==> config.mk <==
export PLATFORM = sky130hd
export DESIGN_NAME = dma_arbiter
export DESIGN_NICKNAME = d
export VERILOG_FILES = /design/src/rtl/dma_arb_pkg.sv /design/src/rtl/dma_arb_wdog.sv /design/src/rtl/dma_arbiter.sv
export SDC_FILE = /design/constraint.sdc
export NUM_CORES = 1
export LEC_CHECK = 0
export ABC_AREA = 1
export CAP_MARGIN = 0
export CORE_MARGIN = 10
export CORE_UTILIZATION = 59
export DETAILED_ROUTE_END_ITERATION = 16
export PLACE_DENSITY = 0.82
export SLEW_MARGIN = 20
export SYNTH_ARGS = -nofsm -noshare
export SYNTH_HDL_FRONTEND = slang
export SYNTH_SLANG_ARGS = --single-unit
==> constraint.sdc <==
create_clock -name sysclk -period 2.3 [get_ports sysclk]
set_input_delay 0.345 -clock sysclk [delete_from_list [all_inputs] [get_ports sysclk]]
set_output_delay 0.345 -clock sysclk [all_outputs]
set_load 0.01 [all_outputs]
==> src/rtl/dma_arb_pkg.sv <==
// Shared types and default parameters for the MARIA/CPU DMA bus arbiter.
package dma_arb_pkg;

  typedef enum logic [2:0] {
    ST_IDLE,
    ST_REQ,
    ST_SETTLE,
    ST_GRANT,
    ST_RELEASE,
    ST_COOLDOWN
  } arb_state_e;

  typedef struct packed {
    logic halt_b;
    logic dma_grant;
    logic memclk_fast;
    logic starve;
  } arb_out_t;

  localparam arb_out_t ARB_OUT_RST = '{halt_b: 1'b1, dma_grant: 1'b0, memclk_fast: 1'b0, starve: 1'b0};

  localparam int SETTLE_CYCLES_DEF  = 2;
  localparam int MAX_BURST_DEF      = 456;
  localparam int CPU_MIN_CYCLES_DEF = 1;
  localparam int WDOG_LIMIT_DEF     = 1024;

  // Width able to hold 0..n; never zero so tiny parameters still elaborate.
  function automatic int cnt_w(input int n);
    return (n < 1) ? 1 : $clog2(n + 1);
  endfunction

endpackage

==> src/rtl/dma_arb_wdog.sv <==
// Watchdog for dma_arbiter: counts sysclk cycles spent outside IDLE and
// raises a sticky error when the limit is hit. Built only with DMA_ARB_WATCHDOG_EN.
module dma_arb_wdog
  import dma_arb_pkg::*;
#(
  parameter int LIMIT = WDOG_LIMIT_DEF
) (
  input  logic sysclk,
  input  logic RES_n,
  input  logic active,
  output logic fire,
  output logic err
);

  localparam int W = cnt_w(LIMIT);

  logic [W-1:0] cnt_q;

  // Fires on the edge where the count would reach LIMIT.
  assign fire = active && (cnt_q >= W'(LIMIT - 1));

  always_ff @(posedge sysclk or negedge RES_n) begin
    if (!RES_n) begin
      cnt_q <= '0;
      err   <= 1'b0;
    end else begin
      if (!active || fire)       cnt_q <= '0;
      else if (cnt_q < W'(LIMIT)) cnt_q <= cnt_q + W'(1);
      if (fire) err <= 1'b1;
    end
  end

endmodule

==> src/rtl/dma_arbiter.sv <==
// MARIA/6502 bus arbiter: halts the CPU on a cycle boundary, grants the bus
// after a settle delay, bounds burst length. Optional watchdog: DMA_ARB_WATCHDOG_EN.
module dma_arbiter
  import dma_arb_pkg::*;
#(
  parameter int SETTLE_CYCLES  = SETTLE_CYCLES_DEF,
  parameter int MAX_BURST      = MAX_BURST_DEF,
  parameter int CPU_MIN_CYCLES = CPU_MIN_CYCLES_DEF,
  parameter int WDOG_LIMIT     = WDOG_LIMIT_DEF
) (
  input  logic sysclk,
  input  logic RES_n,
  input  logic cpu_ce,
  input  logic dma_req,
  input  logic dma_done,
  output logic halt_b,
  output logic dma_grant,
  output logic memclk_fast,
  output logic starve,
  output logic arb_err
);

  localparam int SW = cnt_w(SETTLE_CYCLES);
  localparam int BW = cnt_w(MAX_BURST);
  localparam int CW = cnt_w(CPU_MIN_CYCLES);

  arb_state_e    state_q, state_d;
  logic [SW-1:0] settle_q, settle_d;
  logic [BW-1:0] burst_q, burst_d;
  logic [CW-1:0] cool_q, cool_d;
  logic          trunc_q, trunc_d;
  arb_out_t      out_q, out_d;
  logic          wdog_fire;

  always_ff @(posedge sysclk or negedge RES_n) begin
    if (!RES_n) begin
      state_q  <= ST_IDLE;
      settle_q <= '0;
      burst_q  <= '0;
      cool_q   <= '0;
      trunc_q  <= 1'b0;
      out_q    <= ARB_OUT_RST;
    end else begin
      state_q  <= state_d;
      settle_q <= settle_d;
      burst_q  <= burst_d;
      cool_q   <= cool_d;
      trunc_q  <= trunc_d;
      out_q    <= out_d;
    end
  end

  always_comb begin
    state_d  = state_q;
    settle_d = settle_q;
    burst_d  = burst_q;
    cool_d   = cool_q;
    trunc_d  = trunc_q;
    unique case (state_q)
      ST_IDLE: begin
        if (dma_req) begin
          if (cpu_ce) begin
            state_d  = ST_SETTLE;
            settle_d = SW'(SETTLE_CYCLES);
          end else begin
            state_d = ST_REQ;
          end
        end
      end
      // A request withdrawn on the boundary cycle wins: no pointless halt.
      ST_REQ: begin
        if (!dma_req) begin
          state_d = ST_IDLE;
        end else if (cpu_ce) begin
          state_d  = ST_SETTLE;
          settle_d = SW'(SETTLE_CYCLES);
        end
      end
      ST_SETTLE: begin
        if (!dma_req) begin
          state_d = ST_RELEASE;
          trunc_d = 1'b0;
        end else if (settle_q <= SW'(1)) begin
          state_d  = ST_GRANT;
          settle_d = '0;
          burst_d  = BW'(1);
        end else begin
          settle_d = settle_q - SW'(1);
        end
      end
      ST_GRANT: begin
        if (dma_done || !dma_req) begin
          state_d = ST_RELEASE;
          trunc_d = 1'b0;
        end else if (burst_q >= BW'(MAX_BURST)) begin
          state_d = ST_RELEASE;
          trunc_d = 1'b1;
        end else begin
          burst_d = burst_q + BW'(1);
        end
      end
      ST_RELEASE: begin
        if (cpu_ce) begin
          if (trunc_q && (CPU_MIN_CYCLES > 0)) begin
            state_d = ST_COOLDOWN;
            cool_d  = CW'(CPU_MIN_CYCLES);
          end else begin
            state_d = ST_IDLE;
          end
          trunc_d = 1'b0;
        end
      end
      ST_COOLDOWN: begin
        if (cpu_ce) begin
          if (cool_q <= CW'(1)) begin
            state_d = ST_IDLE;
            cool_d  = '0;
          end else begin
            cool_d = cool_q - CW'(1);
          end
        end
      end
      default: state_d = ST_IDLE;
    endcase
    if (wdog_fire) begin
      state_d  = ST_IDLE;
      settle_d = '0;
      burst_d  = '0;
      cool_d   = '0;
      trunc_d  = 1'b0;
    end
  end

  // Outputs decode the next state so they change on the transition edge itself.
  always_comb begin
    out_d = ARB_OUT_RST;
    unique case (state_d)
      ST_SETTLE, ST_RELEASE: out_d.halt_b = 1'b0;
      ST_GRANT: begin
        out_d.halt_b      = 1'b0;
        out_d.dma_grant   = 1'b1;
        out_d.memclk_fast = 1'b1;
      end
      ST_COOLDOWN: out_d.starve = 1'b1;
      default: ;
    endcase
  end

  assign halt_b      = out_q.halt_b;
  assign dma_grant   = out_q.dma_grant;
  assign memclk_fast = out_q.memclk_fast;
  assign starve      = out_q.starve;

`ifdef DMA_ARB_WATCHDOG_EN
  logic wdog_active;
  assign wdog_active = (state_q != ST_IDLE);

  dma_arb_wdog #(.LIMIT(WDOG_LIMIT)) u_wdog (
    .sysclk (sysclk),
    .RES_n  (RES_n),
    .active (wdog_active),
    .fire   (wdog_fire),
    .err    (arb_err)
  );
`else
  assign wdog_fire = 1'b0;
  assign arb_err   = 1'b0;
`endif

endmodule
======== Word-level counts from Yosys, hierarchy flattened ========
Index checks and enable logic that the tools add are counted.
word-level totals
  register bits ........................... 20
  word-level logic and storage cells ...... 84
cells by class
  $add $sub $neg .......................... 3
  $lt $le $gt $ge ......................... 3
  equality and inequality tests ........... 20
  muxes and demuxes ....................... 36
  reduce and logical (&&, ||, !) cells .... 13
operator list
  operator                                                         count
  2-to-1 mux 9 bit                                                 4
  2-to-1 mux 3 bit                                                 11
  case mux 3 bit (6 select lines)                                  1
  case mux 9 bit (2 select lines)                                  1
  inequality test 2 bit (second input constant)                    8
  == test 3 x 2 -> 1 bit (second input constant)                   4
  == test 3 bit (second input constant)                            4
  2-to-1 mux 2 bit                                                 6
  AND reduction 4 bit                                              3
  2-to-1 mux 1 bit                                                 10
  adder 9 x 1 -> 9 bit (second input constant)                     1
  greater-or-equal comparator 9 bit (second input constant)        1
  nonzero test 2 bit                                               3
  AND reduction 5 bit                                              1
  inequality test 2 x 1 -> 1 bit (second input constant)           2
  case mux 2 bit (2 select lines)                                  1
  == test 3 x 1 -> 1 bit (second input constant)                   1
  logical NOT 3 bit                                                1
  inequality test 3 bit (second input constant)                    1
  case mux 1 bit (3 select lines)                                  1
  nonzero test 3 bit                                               1
  OR reduction 3 bit                                               1
  less-or-equal comparator 2 x 1 -> 1 bit (second input constant)  1
  case mux 1 bit (2 select lines)                                  1
  6 further kinds                                                  6

======== Logic depth before layout (Yosys ltp) ========
Gate-level depths: netlist of the first run.
  word-level depth ........................ 7
  depth in mapped cells ................... 8

======== Least setup slack after synthesis of the first run ========
Ideal clock, no wire load.
  path type ............................... register to register
  start point ............................. register state_q[2]
  end point ............................... register burst_q[7]
  data arrival time ....................... 1.127 ns
  required time ........................... 2.224 ns
  slack ................................... 1.097 ns
  cell stages (with the launch flop) ...... 9
  clock period less this slack ............ 1.203 ns
  path through ............................ dfrtp_1 -> inv_2 -> nand2_1 -> nor2_4 -> nand2_4 -> nand2_4 -> buf_8 -> nand4_1 -> o21ai_1
between the ends
  longest elaborated chain between the ends .. 3
  elaborated cells between the ends (all ways) .. 9
  classes of those cells .................. eq/ne: 6; mux: 1; reduce/logical: 2
RTL lines
  what                                                                          line               source
  from (decl)                                                                   dma_arbiter.sv:27  arb_state_e state_q, state_d;
  from (signal assigned)                                                        dma_arbiter.sv:44  state_q <= state_d;
  == test 3 x 2 -> 1 bit                                                        dma_arbiter.sv:59  unique case (state_q)
  inequality test 2 bit (no line) / nonzero test 2 bit (equally long branches)  n/a
  AND reduction 5 bit (no line)                                                 n/a
  to (signal assigned)                                                          dma_arbiter.sv:46  burst_q <= burst_d;
  to (decl)                                                                     dma_arbiter.sv:29  logic [BW-1:0] burst_q, burst_d;
Parallel ways exist; a longest one is shown, timed or not.
A chain may end at the register's enable or synchronous reset.

======== Final worst setup path of the first run ========
  start point ............................. register out_q (netlist bit halt_b)
  end point ............................... output halt_b
RTL lines
  what                    line               source
  from (decl)             dma_arbiter.sv:32  arb_out_t out_q, out_d;
  from (signal assigned)  dma_arbiter.sv:49  out_q <= out_d;
  to (decl)               dma_arbiter.sv:16  output logic halt_b,
No word-level cell between the ends.

==> out/results.md, run 1 <==
| Metric | Reported |
|---|---|
| Outcome | complete, no violations |
| Number of global-route vias before repair | 749 |
| Antenna viol nets, final | 0 |
| Insertion delay of the later-clocked pin in the worst-skew pair | 0.28 ns |
| Clock Tree Root | sky130_fd_sc_hd__clkbuf_4 |
| Hold_ws | 0.379 ns |
| Total global-route track usage | 10.8% |
| Antenna violations before repair | 0 |
| Post-CTS sizing | 0 |
| Routed wire length | 1.86 mm |
| Final Max Slew Viols | 0 |
| Total power consumption of the routed design | 1.06 mW |
| VDD IR-drop max | 751 uV |
| Clock transition at the register clock pins on the worst setup and hold paths after CTS | 0.10 ns |
| Die outline width | 61.5 um |
| Post-detailed-placement cell area | 0.00109 mm^2 |
| Syn_nets | 134 |
| Minimum clock period | 1.68 ns |
| Power per cell area | 948 mW/mm^2 |
| Required time at the endpoint of the critical path | 1.96 ns |
| Crit Path Class | flop to primary output |
| Flip-flop and latch count after synthesis | 18 |
| Aggregate global routing overflow | 0 |
| Post-CTS Hold Buffers | 0 |
| Die outline height | 61.5 um |
| Number of CTS-inserted buffers | 3 |
| Gate Count Post-Synth | 127 |
| Cell variety after synth | 23 |
| Number of top-level design ports | 10 |
| Share of final-layout standard cells stronger than drive strength 1 | 11.7% |
| Portion of the clock cycle consumed by the worst path in the final layout | 73.1% |
| Maximum number of pins on one net before global-route repair | 19 |
| Fmax | 595 MHz |
| CTS tree | yes |
| Setup repair after global routing missed its margin | no |
| Max-cap check violation count | 0 |
| Number of post-CTS setup repair buffers | 0 |
| Total of fill cells in the finished design | 122 |
| Full die area | 0.00378 mm^2 |
| Cell Chain, Critical Path | clkdlybuf4s50_1 |
| Largest fanout of any net on the critical path | 1 |
| Final-layout setup total negative slack | 0 ns |
| Final count of hold timing violations | 0 |
| Syn Std Cell Area | 0.00101 mm^2 |
| Routed vias | 825 |
| Cell family contributing the most delay on the critical path | flip-flops |
| Area of all placed cells without fillers | 0.00112 mm^2 |
| Signed area change from the synthesized netlist to the final layout | 10.2% |
| Hold Path Class | input pin to asynchronous set/reset pin |
| Per-cell routed wire length | 12.2 um |
| Max Clock Skew | 0.00637 ns |
| Data arrival time of the critical path | 1.34 ns |
| YS warnings | 0 |
| Antenna diode instance count | 0 |
| Sum of net half-perimeters after detailed placement | 1.47 mm |
| Buffer and inverter count on the worst path | 1 |
| Number of DRC markers in iteration 0 | 11 |
| Net count of the finished layout | 145 |
| Placer Congestion | 0.781 |
| Static leakage | 0.592 nW |
| Average cell area after synthesis | 7.99 um^2 |
| Standard-cell row count | 14 |
| Core outline area | 0.00156 mm^2 |
| Largest buffer count on any clock path | 2 |
| Count of clock tree sinks | 18 |
| Slowest stage cell on the critical path | sky130_fd_sc_hd__dfstp_2 |
| Initial core utilization | 65.1% |
| Global-route wire length before repair | 3.16 mm |
| Worst Setup End Kind | primary output |
| DRC violation count after routing | 0 |
| Total of endpoints with negative setup slack in the final report | 0 |
| Vias/cell | 5.39 |
| CTS H-tree depth | 1 |
| Part of the Yosys area used for sequential elements | 44.5% |
| Startpoint Class | flop |
| First-pass detailed-route iteration total | 4 |
| Crit path largest cell delay | 0.53 ns |
| Port-buffer cells | 8 |
==> registers in the layout, indices dropped and copies added (netlist names) <==
signal,cells
dma_grant,1
state_q,3
settle_q,2
trunc_q,1
burst_q,9
halt_b,1
starve,1
==> Yosys cell counts <==
cell	n	area share (%)
sky130_fd_sc_hd__ha_1	2	2.5
sky130_fd_sc_hd__o21ai_0	7	3.5
sky130_fd_sc_hd__nand2_4	3	3.3
sky130_fd_sc_hd__nor3_1	1	0.49
sky130_fd_sc_hd__xnor2_1	1	0.86
sky130_fd_sc_hd__a21oi_1	5	2.5
sky130_fd_sc_hd__buf_4	2	1.5
sky130_fd_sc_hd__a21oi_4	1	1.6
sky130_fd_sc_hd__nand3_1	15	7.4
sky130_fd_sc_hd__nand3b_1	1	0.74
sky130_fd_sc_hd__o21ai_1	2	0.99
sky130_fd_sc_hd__a21oi_2	2	1.7
sky130_fd_sc_hd__dfstp_2	1	2.6
sky130_fd_sc_hd__nand4_1	2	1.2
sky130_fd_sc_hd__buf_8	1	1.5
sky130_fd_sc_hd__nand2_1	26	9.6
sky130_fd_sc_hd__conb_1	1	0.37
sky130_fd_sc_hd__nor2_1	13	4.8
sky130_fd_sc_hd__inv_1	19	7.0
sky130_fd_sc_hd__inv_2	2	0.74
sky130_fd_sc_hd__dfrtp_1	17	42
sky130_fd_sc_hd__nand3_2	1	0.99
sky130_fd_sc_hd__nor2_4	2	2.2
==> path summary, 6_finish.rpt <==
path,from,to,slack (ns),depth (start not counted)
worst max-delay path,halt_b$_DFF_PN1_,halt_b,0.62,1
worst min-delay path,RES_n,burst_q[7]$_DFFE_PN0P_,0.38,2
worst max register to register,state_q[2]$_DFF_PN0_,burst_q[3]$_DFFE_PN0P_,0.93,8
worst min register to register,trunc_q$_DFFE_PN0P_,trunc_q$_DFFE_PN0P_,0.52,2
max in group asynchronous,RES_n,halt_b$_DFF_PN1_,1.66,2
min in group sysclk,trunc_q$_DFFE_PN0P_,trunc_q$_DFFE_PN0P_,0.52,2
==> layout by cell type (no fill, tap or decap), drive strengths merged <==
| master | netlist | layout |
|---|---|---|
| xnor2 | 1 | 1 |
| a21oi | 8 | 8 |
| conb | 1 | 1 |
| nand4 | 2 | 2 |
| clkbuf | 0 | 4 |
| nor3 | 1 | 1 |
| nand3 | 16 | 16 |
| dfstp | 1 | 1 |
| ha | 2 | 2 |
| nand2 | 29 | 29 |
| nor2 | 15 | 15 |
| nand3b | 1 | 1 |
| clkdlybuf4s50 | 0 | 8 |
| dfrtp | 17 | 17 |
| o21ai | 9 | 9 |
| buf | 3 | 1 |
| inv | 21 | 21 |
==> cell families after synthesis <==
family,after synthesis,synth area share (%)
AO/OA/AOI/OAI,17,10.2
other,1,0.370
flip-flops,18,44.5
XOR/XNOR,1,0.863
adder cells (fa/ha/maj),2,2.47
buffers and inverters,24,10.7
AND/OR/NAND/NOR,64,30.8
==> per-layer routing <==
metal | GRT usage, % | share of wire, % | routed length [um] | up-vias
met5 | 0 | 0 | 0 | -
met4 | 4.14 | 1.0 | 19 | 0
met3 | 3.50 | 8.3 | 154 | 2
met2 | 17.3 | 46 | 858 | 22
met1 | 13.2 | 45 | 832 | 380
li1 | - | - | - | 421
==> report_power, final <==
group / total [mW] / internal [mW] / switching [mW] / leakage [nW]
Combinational: 0.379 / 0.150 / 0.229 / 0.340
Clock: 0.159 / 0.0672 / 0.0921 / 0.0150
Sequential: 0.521 / 0.421 / 0.100 / 0.237
==> cell type report <==
| class | instances | area [um^2] | area share, % |
|---|---|---|---|
| Timing Repair Buffer | 9 | 87.6 | 7.83 |
| Multi-Input combinational cell | 85 | 454 | 40.6 |
| Inverter | 21 | 78.8 | 7.05 |
| Sequential cell | 18 | 452 | 40.4 |
| Tap cell | 16 | 20.0 | 1.79 |
| Clock buffer | 4 | 26.3 | 2.35 |
==> per-stage QoR <==
| stage | setup WS (ns) | instances | utilization, % |
|---|---|---|---|
| floorplan | 1.10 | 127 | - |
| global placement | 0.582 | 149 | 70.1 |
| detailed placement | 0.547 | 149 | 70.1 |
| CTS | 0.603 | 153 | 71.7 |
| global route | 0.562 | 153 | 71.7 |
| finish | 0.619 | 153 | 71.7 |
Note: power is estimated with default switching activity, not from simulation.
==> run 2, diff against run 1 <==
--- a/config.mk
+++ b/config.mk
@@ -8,9 +8,9 @@
 export ABC_AREA = 1
 export CAP_MARGIN = 0
 export CORE_MARGIN = 10
-export CORE_UTILIZATION = 59
+export CORE_UTILIZATION = 54
 export DETAILED_ROUTE_END_ITERATION = 16
-export PLACE_DENSITY = 0.82
+export PLACE_DENSITY = 0.76
 export SLEW_MARGIN = 20
 export SYNTH_ARGS = -nofsm -noshare
 export SYNTH_HDL_FRONTEND = slang
==> constraint.sdc (replaced) <==
create_clock -name sysclk -period 1.7 [get_ports sysclk]
set_input_delay 0.255 -clock sysclk [delete_from_list [all_inputs] [get_ports sysclk]]
set_output_delay 0.255 -clock sysclk [all_outputs]
set_load 0.01 [all_outputs]
==> run 2 against run 1 <==
Register-to-register slack worse by 0.63 ns. Core utilization down 6.4 points. Highest routed layer unchanged. Clock skew down 0.0049 ns. Final cell count up 5.9%. Design area up 1.9%. Sequential share of layout area down 0.75 points. Via count up 1.1%. Largest power group unchanged. Wire length up 8.7%. Count of clock-buffer cells in the layout unchanged. First-iteration DRC count down 18%.
==> out/results.md, run 2 (synthesis gave the netlist of run 1 again) <==
| Metric | Reported | Delta |
|---|---|---|
| Outcome | complete, no violations |  |
| Total of fill cells in the finished design | 152 | +25% |
| Worst Setup End Kind | primary output |  |
| Max-cap check violation count | 0 | unchanged |
| Slowest stage cell on the critical path | sky130_fd_sc_hd__dfstp_2 |  |
| Buffer and inverter count on the worst path | 1 | unchanged |
| Aggregate global routing overflow | 0 | unchanged |
| CTS H-tree depth | 1 | unchanged |
| Sum of net half-perimeters after detailed placement | 1.48 mm | +0.35% |
| VDD IR-drop max | 808 uV | +7.5% |
| Net count of the finished layout | 145 | unchanged |
| Clock transition at the register clock pins on the worst setup and hold paths after CTS | 0.11 ns | about the same |
| Static leakage | 0.598 nW | +1.0% |
| Crit Path Class | flop to primary output |  |
| Worst slack, placed | 0.0278 ns | -0.520 ns |
| Core outline area | 0.00175 mm^2 | +12% |
| Data arrival time of the critical path | 1.37 ns | +0.03 ns |
| Fmax | 616 MHz |  |
| Largest registers | burst_q (9), state_q (3), settle_q (2) |  |
| Max Clock Skew | 0.00147 ns | -0.00490 ns |
| Post-CTS sizing | 0 | unchanged |
| Port-buffer cells | 8 | unchanged |
| DRC violation count after routing | 0 | unchanged |
| Routed wire length | 2.03 mm | +8.7% |
| Crit path setup slack, layout | 0.0756 ns | -0.543 ns |
| Hold Path Class | input pin to asynchronous set/reset pin |  |
| Total of endpoints with negative setup slack in the final report | 0 | unchanged |
| Final-layout setup total negative slack | 0 ns | unchanged |
| Count of clock tree sinks | 18 | unchanged |
| Routed vias | 834 | +1.1% |
| CTS tree | yes |  |
| Per-cell routed wire length | 12.5 um | +2.7% |
| Die outline width | 63.4 um | +3.1% |
| Required time at the endpoint of the critical path | 1.44 ns | -0.52 ns |
| Total global-route track usage | 10.7% | -0.087 points |
| Cell Chain, Critical Path | clkdlybuf4s50_1 |  |
| Maximum number of pins on one net before global-route repair | 19 | unchanged |
| Global-route wire length before repair | 3.48 mm | +10% |
| Insertion delay of the later-clocked pin in the worst-skew pair | 0.31 ns | +0.03 ns |
| Antenna violations before repair | 0 | unchanged |
| Crit path largest cell delay | 0.54 ns | about the same |
| Clock Tree Root | sky130_fd_sc_hd__clkbuf_4 |  |
| Largest buffer count on any clock path | 2 | unchanged |
| Capturing instance or port of the critical path | halt_b |  |
| Post-CTS Hold Buffers | 0 | unchanged |
| Full die area | 0.00401 mm^2 | +6.2% |
| Initial core utilization | 58.1% | -7.0 points |
| Die outline height | 63.4 um | +3.1% |
| Standard-cell row count | 15 | +1 |
| Number of post-CTS setup repair buffers | 0 | unchanged |
| Worst setup slack for register-to-register paths | 0.30 ns | -0.63 ns |
| Total stage count of the critical path | 1 | unchanged |
| Final Max Slew Viols | 0 | unchanged |
| Number of top-level design ports | 10 | unchanged |
| Final count of hold timing violations | 0 | unchanged |
| Antenna diode instance count | 0 | unchanged |
| Vias/cell | 5.15 | -4.5% |
| Area of all placed cells without fillers | 0.00114 mm^2 | +1.9% |
| Launch instance of the worst register-to-register path | state_q[2]$_DFF_PN0_ |  |
| Antenna viol nets, final | 0 | unchanged |
| Share of final-layout standard cells stronger than drive strength 1 | 12.4% | +0.73 points |
| Worst reg2reg path endpoint | burst_q[3]$_DFFE_PN0P_ |  |
| Setup repair after global routing missed its margin | no |  |
| Largest fanout of any net on the critical path | 1 | unchanged |
| First-pass detailed-route iteration total | 4 | unchanged |
| Minimum clock period | 1.62 ns |  |
| Most common cell after layout, fill and taps aside | sky130_fd_sc_hd__nand2_1 |  |
| Number of DRC markers in iteration 0 | 9 | -2 |
| Number of global-route vias before repair | 832 | +11% |
| Cell family contributing the most delay on the critical path | flip-flops |  |
| Post-detailed-placement cell area | 0.00110 mm^2 | +1.0% |
| Startpoint Class | flop |  |
| Flip-flop count of the largest register, all copies and words added | 9 | unchanged |
| Signed area change from the synthesized netlist to the final layout | 12.3% |  |
| Number of CTS-inserted buffers | 3 | unchanged |
| Power per cell area | 1320 mW/mm^2 | +39% |
| Commonest cells after routing, fill and taps aside | sky130_fd_sc_hd__nand2_1 (26), sky130_fd_sc_hd__inv_1 (19), sky130_fd_sc_hd__dfrtp_1 (17) |  |
| Portion of the clock cycle consumed by the worst path in the final layout | 95.6% |  |
| Placer Congestion | 0.812 | +4.0% |
| Register name with the most flops | burst_q |  |
| Origin of the worst setup path | halt_b$_DFF_PN1_ |  |
| R2r worst-path depth | 8 | unchanged |
## run 2: cell count changes in the layout (fill, tap and decap cells not counted)
| cell | before | now |
|---|---|---|
| sky130_fd_sc_hd__clkbuf_1 | 1 | 0 |
| sky130_fd_sc_hd__clkbuf_8 | 0 | 1 |
## run 2: how the worst min path moves through the flow
stage	start	to	cells after the start
after CTS	RES_n	trunc_q$_DFFE_PN0P_	2
after global placement	settle_q[0]$_DFFE_PN0P_	settle_q[0]$_DFFE_PN0P_	2
after global routing	RES_n	trunc_q$_DFFE_PN0P_	2
after floorplan	RES_n	burst_q[0]$_DFFE_PN0P_	0
final	RES_n	dma_grant$_DFF_PN0_	2
after detailed placement	settle_q[0]$_DFFE_PN0P_	settle_q[0]$_DFFE_PN0P_	2
## run 2: cell type report
type | count | area (um^2) | area share (%)
well taps | 25 | 31.3 | 2.74
inverters | 21 | 78.8 | 6.92
multi-input cells | 85 | 454 | 39.8
repair buffers | 9 | 87.6 | 7.68
flip-flops and latches | 18 | 452 | 39.6
clock buffers | 4 | 36.3 | 3.18
## run 2: power by group
part | switching, mW | internal [mW] | total [mW]
clock network | 0.145 | 0.131 | 0.276
registers | 0.142 | 0.570 | 0.712
logic | 0.312 | 0.203 | 0.515
total | 0.600 | 0.903 | 1.50
## run 2: worst reg2reg max path: stages (launching register included)
cell and delay (ns):
sky130_fd_sc_hd__dfrtp_1 0.47, sky130_fd_sc_hd__inv_2 0.09, sky130_fd_sc_hd__nand2_1 0.09, sky130_fd_sc_hd__nor2_4 0.17, sky130_fd_sc_hd__nand2_4 0.11, sky130_fd_sc_hd__nand2_4 0.17, sky130_fd_sc_hd__nand3_1 0.09, sky130_fd_sc_hd__nand2_1 0.07
sky130_fd_sc_hd__nor2_1 0.04
## run 2: metrics by stage
stage | instances | utilization (%) | hold slack [ns] | power, mW
2_1_floorplan | 127 | - | -0.0406 | 1.08
3_3_place_gp | 158 | 63.2 | 0.480 | 1.20
3_5_place_dp | 158 | 63.2 | 0.498 | 1.23
4_1_cts | 162 | 65.3 | 0.278 | 1.50
5_1_grt | 162 | 65.3 | 0.279 | 1.61
6_report | 162 | 65.3 | 0.269 | 1.50
## run 2: layer usage
layer,vias to the layer above,track usage (%),routed length [um]
li1,421,-,-
met1,390,11.9,913
met2,17,16.2,952
met3,6,3.89,107
met4,0,8.20,52
met5,-,0,0
==> run 3, diff against run 2 <==
--- a/config.mk
+++ b/config.mk
@@ -5,12 +5,11 @@
 export SDC_FILE = /design/constraint.sdc
 export NUM_CORES = 1
 export LEC_CHECK = 0
-export ABC_AREA = 1
 export CAP_MARGIN = 0
 export CORE_MARGIN = 10
-export CORE_UTILIZATION = 54
+export CORE_UTILIZATION = 55
 export DETAILED_ROUTE_END_ITERATION = 16
-export PLACE_DENSITY = 0.76
+export PLACE_DENSITY = 0.77
 export SLEW_MARGIN = 20
 export SYNTH_ARGS = -nofsm -noshare
 export SYNTH_HDL_FRONTEND = slang
==> run 3 against run 2 <==
Sequential power is 13% lower. Power is 8.1% lower. Global-route usage is 1.4 points higher. Die area is 2.6% higher. Non-clock buffer count is 17 higher. Sequential cell count stayed put. Combinational power is 4.1% lower. Count of clock-buffer cells in the layout stayed put. Clock power is 4% lower. Synthesized cell count is 12% lower. Critical path depth is 3 higher.
==> out/results.md, run 3 <==
| Metric | Reported | Delta |
|---|---|---|
| Outcome | complete, no violations |  |
| Insertion delay of the later-clocked pin in the worst-skew pair | 0.29 ns | -0.02 ns |
| CTS H-tree depth | 1 | unchanged |
| Max Clock Skew | 0.00218 ns | +0.000707 ns |
| Core outline area | 0.00178 mm^2 | +2.2% |
| Number of DRC markers in iteration 0 | 38 | +29 |
| Syn_nets | 119 | -11% |
| Flip-flop and latch count after synthesis | 18 | unchanged |
| Net count of the finished layout | 145 | unchanged |
| Antenna violations before repair | 0 | unchanged |
| Minimum clock period | 1.61 ns | -0.0149 ns |
| Power per cell area | 1050 mW/mm^2 | -21% |
| Data arrival time of the critical path | 1.85 ns | +0.48 ns |
| Portion of the clock cycle consumed by the worst path in the final layout | 94.7% | -0.87 points |
| Number of global-route vias before repair | 932 | +12% |
| DRC violation count after routing | 0 | unchanged |
| YS warnings | 0 | unchanged |
| Cell taking the most area after synthesis | sky130_fd_sc_hd__dfrtp_1 |  |
| Post-Layout Cell Count | 162 | unchanged |
| Final count of hold timing violations | 0 | unchanged |
| Commonest cells after routing, fill and taps aside | sky130_fd_sc_hd__buf_4 (18), sky130_fd_sc_hd__dfrtp_1 (16), sky130_fd_sc_hd__a21oi_1 (9) |  |
| Hold Path Class | input pin to asynchronous set/reset pin |  |
| Die outline width | 64.2 um | +1.3% |
| Largest fanout of any net on the critical path | 6 | +5 |
| Max-cap check violation count | 0 | unchanged |
| First-pass detailed-route iteration total | 4 | unchanged |
| Total global-route track usage | 12.1% | +1.4 points |
| Antenna diode instance count | 0 | unchanged |
| Share of final-layout standard cells stronger than drive strength 1 | 25.5% | +13 points |
| Largest buffer count on any clock path | 2 | unchanged |
| Number of flops mapped to enable cells by yosys | 0 | unchanged |
| Die outline height | 64.2 um | +1.3% |
| Flip-flop count of the largest register, all copies and words added | 9 | unchanged |
| Clock Tree Root | sky130_fd_sc_hd__clkbuf_4 |  |
| Required time at the endpoint of the critical path | 1.94 ns | +0.50 ns |
| Number of cells in the design after placement | 156 | -1.3% |
| Gate Count Post-Synth | 112 | -12% |
| Full die area | 0.00412 mm^2 | +2.6% |
| Placer Congestion | 0.853 | +5.0% |
| Top-area cell type share of the netlist area | 39.7% | -2.3 points |
| Cell family contributing the most delay on the critical path | simple AND/OR/NAND/NOR gates |  |
| Aggregate global routing overflow | 0 | unchanged |
| Total of endpoints with negative setup slack in the final report | 0 | unchanged |
| Static leakage | 0.597 nW | -0.11% |
| Syn Std Cell Area | 0.00107 mm^2 | +5.7% |
| Most common cell in the netlist | sky130_fd_sc_hd__dfrtp_1 |  |
| Register name with the most flops | burst_q |  |
| Startpoint Class | flop |  |
| CTS tree | yes |  |
| Port-buffer cells | 8 | unchanged |
| Crit Path Class | flop to flop |  |
| Number of top-level design ports | 10 | unchanged |
| Cell Chain, Critical Path | nand2b_2 -> or3_4 -> a2111oi_2 -> a211o_1 |  |
| Top cells by area, synth | sky130_fd_sc_hd__dfrtp_1 (40%), sky130_fd_sc_hd__a21oi_1 (4.2%), sky130_fd_sc_hd__buf_4 (3.5%) |  |
| Per-cell routed wire length | 14.5 um | +16% |
| Post-synth top flop | sky130_fd_sc_hd__dfrtp_1 |  |
| Worst Setup End Kind | flop |  |
| Buffer and inverter count on the worst path | 0 | -1 |
| VDD IR-drop max | 818 uV | +1.2% |
| Standard-cell row count | 15 | unchanged |
| Count of clock tree sinks | 18 | unchanged |
| Slowest stage cell on the critical path | sky130_fd_sc_hd__dfrtp_1 |  |
| Initial core utilization | 60.1% | +2.0 points |
| Average cell area after synthesis | 9.57 um^2 | +20% |
| Vias/cell | 5.78 | +12% |
| Worst setup slack for register-to-register paths | 0.09 ns | -0.21 ns |
| Largest registers | burst_q (9), state_q (3), settle_q (2) |  |
| Clock transition at the register clock pins on the worst setup and hold paths after CTS | 0.10 ns | about the same |
| Sum of net half-perimeters after detailed placement | 1.89 mm | +27% |
| Crit path largest cell delay | 0.44 ns | -0.10 ns |
| Signed area change from the synthesized netlist to the final layout | 23.2% |  |
| Most common cell after layout, fill and taps aside | sky130_fd_sc_hd__buf_4 |  |
| Antenna viol nets, final | 0 | unchanged |
| Final Max Slew Viols | 0 | unchanged |
| Maximum number of pins on one net before global-route repair | 12 | -7 |
| Number of CTS-inserted buffers | 3 | unchanged |
| Final-layout setup total negative slack | 0 ns | unchanged |
| Global-route wire length before repair | 4.12 mm | +18% |
| Fmax | 621 MHz | +0.92% |
| Routed vias | 937 | +12% |
| Async S/R FF share, synth | 100% | unchanged |
| Most frequent cells after synthesis | sky130_fd_sc_hd__dfrtp_1 (17), sky130_fd_sc_hd__a21oi_1 (9), sky130_fd_sc_hd__inv_1 (7), sky130_fd_sc_hd__nor2_1 (7), sky130_fd_sc_hd__o21ai_0 (7) |  |
| Cell variety after synth | 44 | +91% |
| Routed wire length | 2.36 mm | +16% |
| Part of the Yosys area used for sequential elements | 42.1% | -2.4 points |
| Setup repair after global routing missed its margin | no |  |
-- run 3: stage by stage --
stage | hold WS [ns] | util (%) | cell area, um^2 | setup slack (ns) | power [mW]
after floorplan | -0.0406 | - | 1070 | 0.191 | 0.912
after global placement | 0.492 | 71.0 | 1270 | -0.187 | 1.09
after detailed placement | 0.502 | 71.0 | 1270 | -0.244 | 1.12
after CTS | 0.209 | 73.1 | 1300 | 0.0226 | 1.38
after global routing | 0.196 | 74.1 | 1320 | 0.00401 | 1.48
final | 0.208 | 74.1 | 1320 | 0.0905 | 1.38
-- run 3: what timing repair did --
item | in CTS | in global routing
endpoints found under the setup margin | 0 | 3
hold buffers | 0 | 0
endpoints found under the hold margin | 0 | 0
gates resized for setup | 0 | 3
setup buffers | 0 | 2
-- run 3: area by class of cell --
cell class	count	area (um^2)
fill	140	462
clock buffer	4	36.3
sequential	18	453
multi-input combinational	81	556
inverter	8	30.0
tap	25	31.3
timing repair buffer	26	215
-- run 3: per-layer routing --
| layer | share of wire, % | global-route usage, % | vias up |
|---|---|---|---|
| met5 | 0 | 0 | - |
| met4 | 0.64 | 5.35 | 0 |
| met3 | 6.3 | 4.01 | 2 |
| met2 | 45 | 18.0 | 31 |
| met1 | 48 | 15.4 | 453 |
| li1 | - | - | 451 |
-- run 3: path summary, 6_finish.rpt --
kind,from,end,depth (start not counted)
min in group sysclk,settle_q[0]$_DFFE_PN0P_,settle_q[0]$_DFFE_PN0P_,1
max in group asynchronous,RES_n,burst_q[3]$_DFFE_PN0P_,2
hold reg to reg,settle_q[0]$_DFFE_PN0P_,settle_q[0]$_DFFE_PN0P_,1
setup / recovery,state_q[2]$_DFF_PN0_,burst_q[6]$_DFFE_PN0P_,4
hold / removal,RES_n,dma_grant$_DFF_PN0_,1
setup reg to reg,state_q[2]$_DFF_PN0_,burst_q[6]$_DFFE_PN0P_,4
-- run 3: cell families after synthesis --
group / share of synthesized area, %
buffers and inverters: 6.30
other: 0.350
adder cells (fa/ha/maj): 2.33
AO/OA/AOI/OAI: 20.2
AND/OR/NAND/NOR: 28.7
flip-flops: 42.1
-- run 3: power by group --
part	switching [mW]	internal (mW)	leakage, nW	total [mW]
Clock	0.134	0.131	0.0210	0.265
Sequential	0.0959	0.526	0.231	0.622
Combinational	0.234	0.260	0.345	0.494
-- run 3: worst register-to-register path: stages (launching register included) --
cell,delay (ns)
sky130_fd_sc_hd__dfrtp_1,0.44
sky130_fd_sc_hd__nand2b_2,0.21
sky130_fd_sc_hd__or3_4,0.38
sky130_fd_sc_hd__a2111oi_2,0.37
sky130_fd_sc_hd__a211o_1,0.15
